## config.mk

```make
export PLATFORM = sky130hd
export DESIGN_NAME = sensor_input_conditioner
export DESIGN_NICKNAME = d
export VERILOG_FILES = /design/src/rtl/irrigation_pkg.sv /design/src/rtl/debounce_cell.sv /design/src/rtl/sensor_input_conditioner.sv
export SDC_FILE = /design/constraint.sdc
export NUM_CORES = 1
export LEC_CHECK = 0
export ABC_AREA = 1
export CORE_ASPECT_RATIO = 1.4
export CORE_MARGIN = 4
export CORE_UTILIZATION = 40
export CTS_BUF_LIST = sky130_fd_sc_hd__clkbuf_8 sky130_fd_sc_hd__clkbuf_16
export DETAILED_ROUTE_END_ITERATION = 7
export HOLD_SLACK_MARGIN = 0.15
export PLACE_DENSITY_LB_ADDON = 0.12
export SLEW_MARGIN = 10
export SYNTH_ARGS = -nofsm -noshare
export SYNTH_HDL_FRONTEND = slang
export SYNTH_SLANG_ARGS = --single-unit
```

## constraint.sdc

```tcl
create_clock -name clock -period 1.9 [get_ports clock]
set_input_delay 0.38 -clock clock [delete_from_list [all_inputs] [get_ports clock]]
set_output_delay 0.38 -clock clock [all_outputs]
set_load 0.01 [all_outputs]
```

## src/rtl/irrigation_pkg.sv

```systemverilog
// Shared constants for the irrigation front end: sensor/button bit positions and
// the default debounce window used by the input conditioner.
package irrigation_pkg;

    typedef enum int {
        SENS_LOW_WATER  = 0,
        SENS_MID_WATER  = 1,
        SENS_HIGH_WATER = 2,
        SENS_EARTH_HUM  = 3,
        SENS_AIR_HUM    = 4,
        SENS_LOW_TEMP   = 5
    } sensor_idx_e;

    typedef enum int {
        BTN_PULSE_2 = 0,
        BTN_PULSE_3 = 1
    } button_idx_e;

    localparam int DEFAULT_DEBOUNCE_CYCLES = 50000;

    // Counter must hold DEBOUNCE_CYCLES-1; sized with one value of headroom.
    function automatic int debounce_cnt_width(input int cycles);
        return $clog2(cycles + 1);
    endfunction

endpackage

```

## src/rtl/debounce_cell.sv

```systemverilog
// One-bit two-flop synchroniser followed by a hold-time debouncer; edge_o pulses
// for one cycle whenever the accepted (stable) level changes.
module debounce_cell
    import irrigation_pkg::*;
#(
    parameter int   DEBOUNCE_CYCLES = DEFAULT_DEBOUNCE_CYCLES,
    parameter logic RESET_VALUE     = 1'b0
) (
    input  logic clock,
    input  logic reset_n,
    input  logic raw_i,
    output logic stable_o,
    output logic edge_o
);

    localparam int             CNT_W = debounce_cnt_width(DEBOUNCE_CYCLES);
    localparam logic [CNT_W-1:0] LAST = CNT_W'(DEBOUNCE_CYCLES - 1);

    logic             s1_q, s2_q;
    logic [CNT_W-1:0] cnt_q, cnt_d;
    logic             stable_q, stable_d;
    logic             edge_q, edge_d;

    // Any cycle where s2 agrees with the accepted level restarts the hold count.
    always_comb begin
        cnt_d    = cnt_q;
        stable_d = stable_q;
        edge_d   = 1'b0;
        if (s2_q == stable_q) begin
            cnt_d = '0;
        end else if (cnt_q == LAST) begin
            stable_d = s2_q;
            cnt_d    = '0;
            edge_d   = 1'b1;
        end else begin
            cnt_d = cnt_q + 1'b1;
        end
    end

    always_ff @(posedge clock) begin
        if (!reset_n) begin
            s1_q     <= RESET_VALUE;
            s2_q     <= RESET_VALUE;
            cnt_q    <= '0;
            stable_q <= RESET_VALUE;
            edge_q   <= 1'b0;
        end else begin
            s1_q     <= raw_i;
            s2_q     <= s1_q;
            cnt_q    <= cnt_d;
            stable_q <= stable_d;
            edge_q   <= edge_d;
        end
    end

    assign stable_o = stable_q;
    assign edge_o   = edge_q;

endmodule

```

## src/rtl/sensor_input_conditioner.sv

```systemverilog
// Debounces the field sensors and active-low buttons, producing registered levels,
// press strobes and a single any-sensor-changed strobe.
module sensor_input_conditioner
    import irrigation_pkg::*;
#(
    parameter int DEBOUNCE_CYCLES = DEFAULT_DEBOUNCE_CYCLES,
    parameter int SENSOR_COUNT    = 6,
    parameter int BUTTON_COUNT    = 2
) (
    input  logic                    clock,
    input  logic                    reset_n,
    input  logic [SENSOR_COUNT-1:0] raw_sensors,
    input  logic [BUTTON_COUNT-1:0] raw_buttons,
    output logic [SENSOR_COUNT-1:0] sensors,
    output logic [BUTTON_COUNT-1:0] button_level,
    output logic [BUTTON_COUNT-1:0] button_press,
    output logic                    sensor_changed
);

    logic [SENSOR_COUNT-1:0] sens_stable, sens_edge;
    logic [BUTTON_COUNT-1:0] btn_stable, btn_edge;

    logic [SENSOR_COUNT-1:0] sensors_q;
    logic [BUTTON_COUNT-1:0] button_level_q, button_press_q, button_press_d;
    logic                    sensor_changed_q, sensor_changed_d;

    for (genvar i = 0; i < SENSOR_COUNT; i++) begin : g_sens
        debounce_cell #(
            .DEBOUNCE_CYCLES(DEBOUNCE_CYCLES),
            .RESET_VALUE    (1'b0)
        ) u_cell (
            .clock   (clock),
            .reset_n (reset_n),
            .raw_i   (raw_sensors[i]),
            .stable_o(sens_stable[i]),
            .edge_o  (sens_edge[i])
        );
    end

    // Buttons idle high, so their cells reset to the released level.
    for (genvar i = 0; i < BUTTON_COUNT; i++) begin : g_btn
        debounce_cell #(
            .DEBOUNCE_CYCLES(DEBOUNCE_CYCLES),
            .RESET_VALUE    (1'b1)
        ) u_cell (
            .clock   (clock),
            .reset_n (reset_n),
            .raw_i   (raw_buttons[i]),
            .stable_o(btn_stable[i]),
            .edge_o  (btn_edge[i])
        );
    end

    assign button_press_d   = btn_edge & ~btn_stable;
    assign sensor_changed_d = |sens_edge;

    always_ff @(posedge clock) begin
        if (!reset_n) begin
            sensors_q        <= '0;
            button_level_q   <= '0;
            button_press_q   <= '0;
            sensor_changed_q <= 1'b0;
        end else begin
            sensors_q        <= sens_stable;
            button_level_q   <= ~btn_stable;
            button_press_q   <= button_press_d;
            sensor_changed_q <= sensor_changed_d;
        end
    end

    assign sensors        = sensors_q;
    assign button_level   = button_level_q;
    assign button_press   = button_press_q;
    assign sensor_changed = sensor_changed_q;

endmodule

```

# After elaboration in Yosys (flattened, before gate mapping)

Cells that the tools add are included.

Word-level logic and storage cells: 112
Input bits: 10
Output and inout port bits: 11
Flip-flop bits (word level): 171

Bitwise gates (word level): 11
Mux-type cells: 8
Add/subtract/negate cells: 8
Reductions and logical operators: 25
Equal/unequal tests: 16

Operators by type and width:

| operator                                       | number |
|---|---|
| adder 16 x 1 -> 16 bit (second input constant) | 8 |
| == test 16 bit (second input constant)         | 8 |
| OR reduction 3 bit                             | 8 |
| AND reduction 2 bit                            | 8 |
| OR reduction 2 bit                             | 8 |
| inverter 1 bit                                 | 9 |
| == test 1 bit                                  | 8 |
| 2-to-1 mux 1 bit                               | 8 |
| OR reduction 6 bit                             | 1 |
| AND 2 bit                                      | 1 |
| inverter 2 bit                                 | 1 |

# Longest topological paths before layout

Gate-level depths: netlist (run 1).

Depth after elaboration: 3
Mapped depth: 8
Mapped depth without buffers: 8

# Hierarchy

A second synthesis (run 1) with hierarchy kept.

Cell total of the unflattened synthesis: 1191
Area total of the unflattened synthesis: 8488.1 um2

Modules (own cells, without submodules):

| module                                | area an instance (um2) | cells an instance | instances |
|---|---|---|---|
| debounce_cell at g_sens[0].u_cell ... | 1026.0                 | 146               | 6 |
| debounce_cell at g_btn[0].u_cell ...  | 1006.0                 | 140               | 2 |
| sensor_input_conditioner              | 320.3                  | 35                | 1 |

# Worst setup path after synthesis (run 1)

Ideal clock, no wire load.

Kind: flip-flop to flip-flop
From: reg g_sens[3].u_cell.cnt_q[0]
To: reg g_sens[3].u_cell.cnt_q[15]
Buffers on the path: 1
Arrival: 1.223 ns
Library setup time: 0.122 ns
Period minus slack after synthesis: 1.345 ns
Required time: 1.778 ns
Cell stages (with the launch flop): 8
Setup slack: 0.555 ns
Path through: dfxtp_1 > ha_1 > nand3_1 > nor2_2 > nand3_2 > nand2_2 > buf_6 > a21oi_2

Longest elaborated chain between the ends: 2

RTL lines:

| element                                                        | RTL line            | source |
|---|---|---|
| start, declared                                                | debounce_cell.sv:20 | `logic [CNT_W-1:0] cnt_q, cnt_d;` |
| start signal, assigned                                         | debounce_cell.sv:50 | `cnt_q <= cnt_d;` |
| branches (longest 2 deep; another with adder 16 x 1 -> 16 bit) | n/a                 |  |

Several ways; the timed one is not identified.
A chain may end at the register's enable or synchronous reset.

# Worst setup path in the final report (run 1)

From: reg sensors_q[2] (netlist: sensors[2])
To: out sensors[2]

RTL lines:

| element                | RTL line                       | source |
|---|---|---|
| start, declared        | sensor_input_conditioner.sv:23 | `logic [SENSOR_COUNT-1:0] sensors_q;` |
| start signal, assigned | sensor_input_conditioner.sv:64 | `sensors_q <= sens_stable;` |
| end, declared          | sensor_input_conditioner.sv:14 | `output logic [SENSOR_COUNT-1:0] sensors,` |

No word-level cell between the ends.

==> results.tsv, run 1 <==
stage	metric	value	unit
synth	ys_seq_area_share	43.4	%
setup_path	r2r_slack	0.31	ns
sta	tns	0	ns
synth	synth_edf_count	0	
routing	postRouteAntennaNets	0	
worst_hold_path	worstHoldPathType	flop to flop	
setup_path	critical_path_buf_inv_count	1	
global_routing	grt_remaining_overflow	0	
synth	yosys-top-cells-area	dfxtp_1 43%, nand2_1 11%, nor2_1 9.7%	
setup_path	cp-end-kind	primary output	
synth	synth.avg_cell_area	7.27	µm²
pwr	power.density	823	nW/µm²
routing	viasPerCell	4.71	
synth	synth_ff_type	dfxtp_1	
final_layout	antenna_cells	0	
setup_path	path_max_fanout	1	
final_layout	stdcell_count	1375	
global_routing	grt_pass1_wl	27.5	mm
synth	ys_warn_count	0	
sta	drv_slew	0	
final_layout	final_nets	1132	
sta	setup_ws	0.235	ns
final_layout	area_delta_synth_final	13.4	%
global_routing	grt_pass1_vias	6315	
placed_design	portBuffers	20	
routing	drc_errors	0	
setup_path	max_stage_delay	0.54	ns
cts	path_clk_slew	0.07	ns
cts	cts_num_sinks	171	
sta	rsz0062_at_grt	no	
cts	cts_setup_buffers	0	
floorplan	die_w	127	µm
sta	fmax	0.600	GHz
cts	cts_tree	yes	
floorplan	core-area	19300	µm²
floorplan	num_rows	60	
routing	vias	6480	
synth	yosysMostFrequentCell	nand2_1	
cts	ctsResizeCount	0	
synth	netlist.area_leader.share	43.4	%
synth	syn_inst	1084	
sta	skew	0.00651	ns
routing	routed_wl	15.4	mm
status	status	finished clean	
cts	root_buffer	clkbuf_16	
synth	synth_cell_types	30	
floorplan	ios	21	
placed_design	dp_hpwl	11.2	mm
synth	syn_nets	1102	
cts	hold_buffers	0	
global_routing	antenna_found_initial	0	
sta	period_share	87.7	%
sta	hold_viol	0	
cts	h-tree-depth	4	
placed_design	place_ws	0.0991	ns
setup_path	critPathTopFamily	buffers and inverters	
cts	cts.path.max_buffers	2	
synth	postSynth.asyncResetShare	0	%
routing	first_iter_violations	258	
floorplan	start_util	40.9	%
sta	period_minus_slack	1.67	ns
setup_path	critical_path.cell_chain	clkdlybuf4s50_1	
sta	slew_headroom	71.6	%
synth	ys_ff_latch	171	
pwr	p_leak	0.00295	µW
setup_path	critPathKind	flop to primary output	
setup_path	cp.arrival	1.29	ns
cts	clk_latency	0.43	ns
final_layout	final_layout_size_suffix_gt1_share	10.2	%
synth	syn_area	7890	µm²
setup_path	startpoint_type	flop	
job	cap_violations	0	
pwr	ir_worst_vdd	0.605	mV
sta	fin_hold_ws	0.424	ns
cts	cts_buffers	17	
routing	wl_per_cell	11.2	µm
global_routing	grtUsageTotal	14.8	%
floorplan	die_area	22100	µm²
placed_design	place.gp.congestion	0.811	
pwr	fin_total_pwr	7360	µW
synth	synth_commonest_cells	232 x nand2_1, 204 x nor2_1, 171 x dfxtp_1	
synth	netlist.top_cell.by_area	dfxtp_1	
placed_design	placedCellCount	1343	
routing	drt_first_pass_iters	5	
sta	setup_violations	0	
setup_path	slowest_stage	clkdlybuf4s50_1	
global_routing	grt_max_degree	28	
setup_path	worstPathRequired	1.52	ns
floorplan	die_y	174	µm
sta	tightest_slew	0.424	ns
==> routing by layer <==
metal,vias to the layer above,track usage [%],share of wire [%]
met5,-,0,0
met4,0,6.62,2.6
met3,27,2.86,2.6
met2,75,25.1,48
met1,2899,18.0,47
li1,3479,-,-
==> layout by cell type (no fill, tap or decap), types with 9 or more instances in the layout <==
cell | synthesis | routed
or2_2 | 9 | 9
xnor2_1 | 25 | 25
clkdlybuf4s50_1 | 0 | 20
nand3_1 | 74 | 74
a21oi_2 | 15 | 15
nor2_2 | 24 | 24
nor3_1 | 12 | 12
nor2_1 | 204 | 204
o21ai_0 | 17 | 17
nand2_2 | 9 | 9
inv_1 | 125 | 126
nand4_1 | 36 | 36
a21oi_1 | 46 | 46
clkbuf_16 | 0 | 17
nand2_1 | 232 | 232
dfxtp_1 | 171 | 171
xor2_1 | 30 | 30
==> worst paths after layout <==
kind	startpoint	endpoint	cells past startpoint
max reg2reg	g_sens[0].u_cell.cnt_q[0]	g_sens[0].u_cell.cnt_q[15]	6
min	g_sens[2].u_cell.s1_q	g_sens[2].u_cell.s2_q	2
max	sensors[2]	sensors[2]	1
min reg2reg	g_sens[2].u_cell.s1_q	g_sens[2].u_cell.s2_q	2
==> report_power, final <==
| part | internal, µW | leakage (µW) | switching [µW] | total [µW] |
|---|---|---|---|---|
| registers | 3610 | 0.00138 | 12.0 | 3620 |
| logic | 43.4 | 0.00126 | 68.7 | 112 |
| clock network | 2200 | 0.000307 | 1430 | 3630 |
==> worst min-delay path: cells and delay by family (launching register included) <==
family | cells | cell delay (ns)
DFF | 1 | 0.31
and+or+nand+nor | 1 | 0.05
buffers and inverters | 1 | 0.04
==> per-stage QoR <==
stage	cell area, µm²	util (%)
floorplan	7890	-
global placement	8320	43.1
detailed placement	8320	43.1
CTS	8940	46.3
global route	8940	46.3
finish	8940	46.3
==> state kept, by name (all words and copies together), names as in the netlist, 6 cells and up <==
signal	cells
g_sens.u_cell.stable_o	6
sensors	6
g_btn.u_cell.cnt_q	32
g_sens.u_cell.s1_q	6
g_sens.u_cell.s2_q	6
g_sens.u_cell.cnt_q	96
g_sens.u_cell.edge_o	6
==> final cells by class <==
cell class / count / area (µm²)
Fill cell: 1971 / 10400
Multi-Input combinational cell: 770 / 3850
Sequential cell: 171 / 3420
Inverter: 130 / 488
Clock buffer: 21 / 480
Tap cell: 248 / 310
Timing Repair Buffer: 24 / 243
Clock inverter: 11 / 141
==> cells by family (layout without fill, tap and decap cells) <==
kind of cell,after synthesis,after routing,share of synthesized area [%]
simple gates,627,627,35.6
flops,171,171,43.4
fa+ha+maj,8,8,1.27
compound gates,80,80,5.86
xor+xnor,55,55,6.11
buf+inv,143,186,7.73
Power figures use the tool's default switching activity.
==> inputs of run 2 (changes only) <==
ABC_CLOCK_PERIOD_IN_PS = 1900   (was not set)
==> results of run 2 <==
No change in the layout: final DEF, timing and power equal those of run 1.
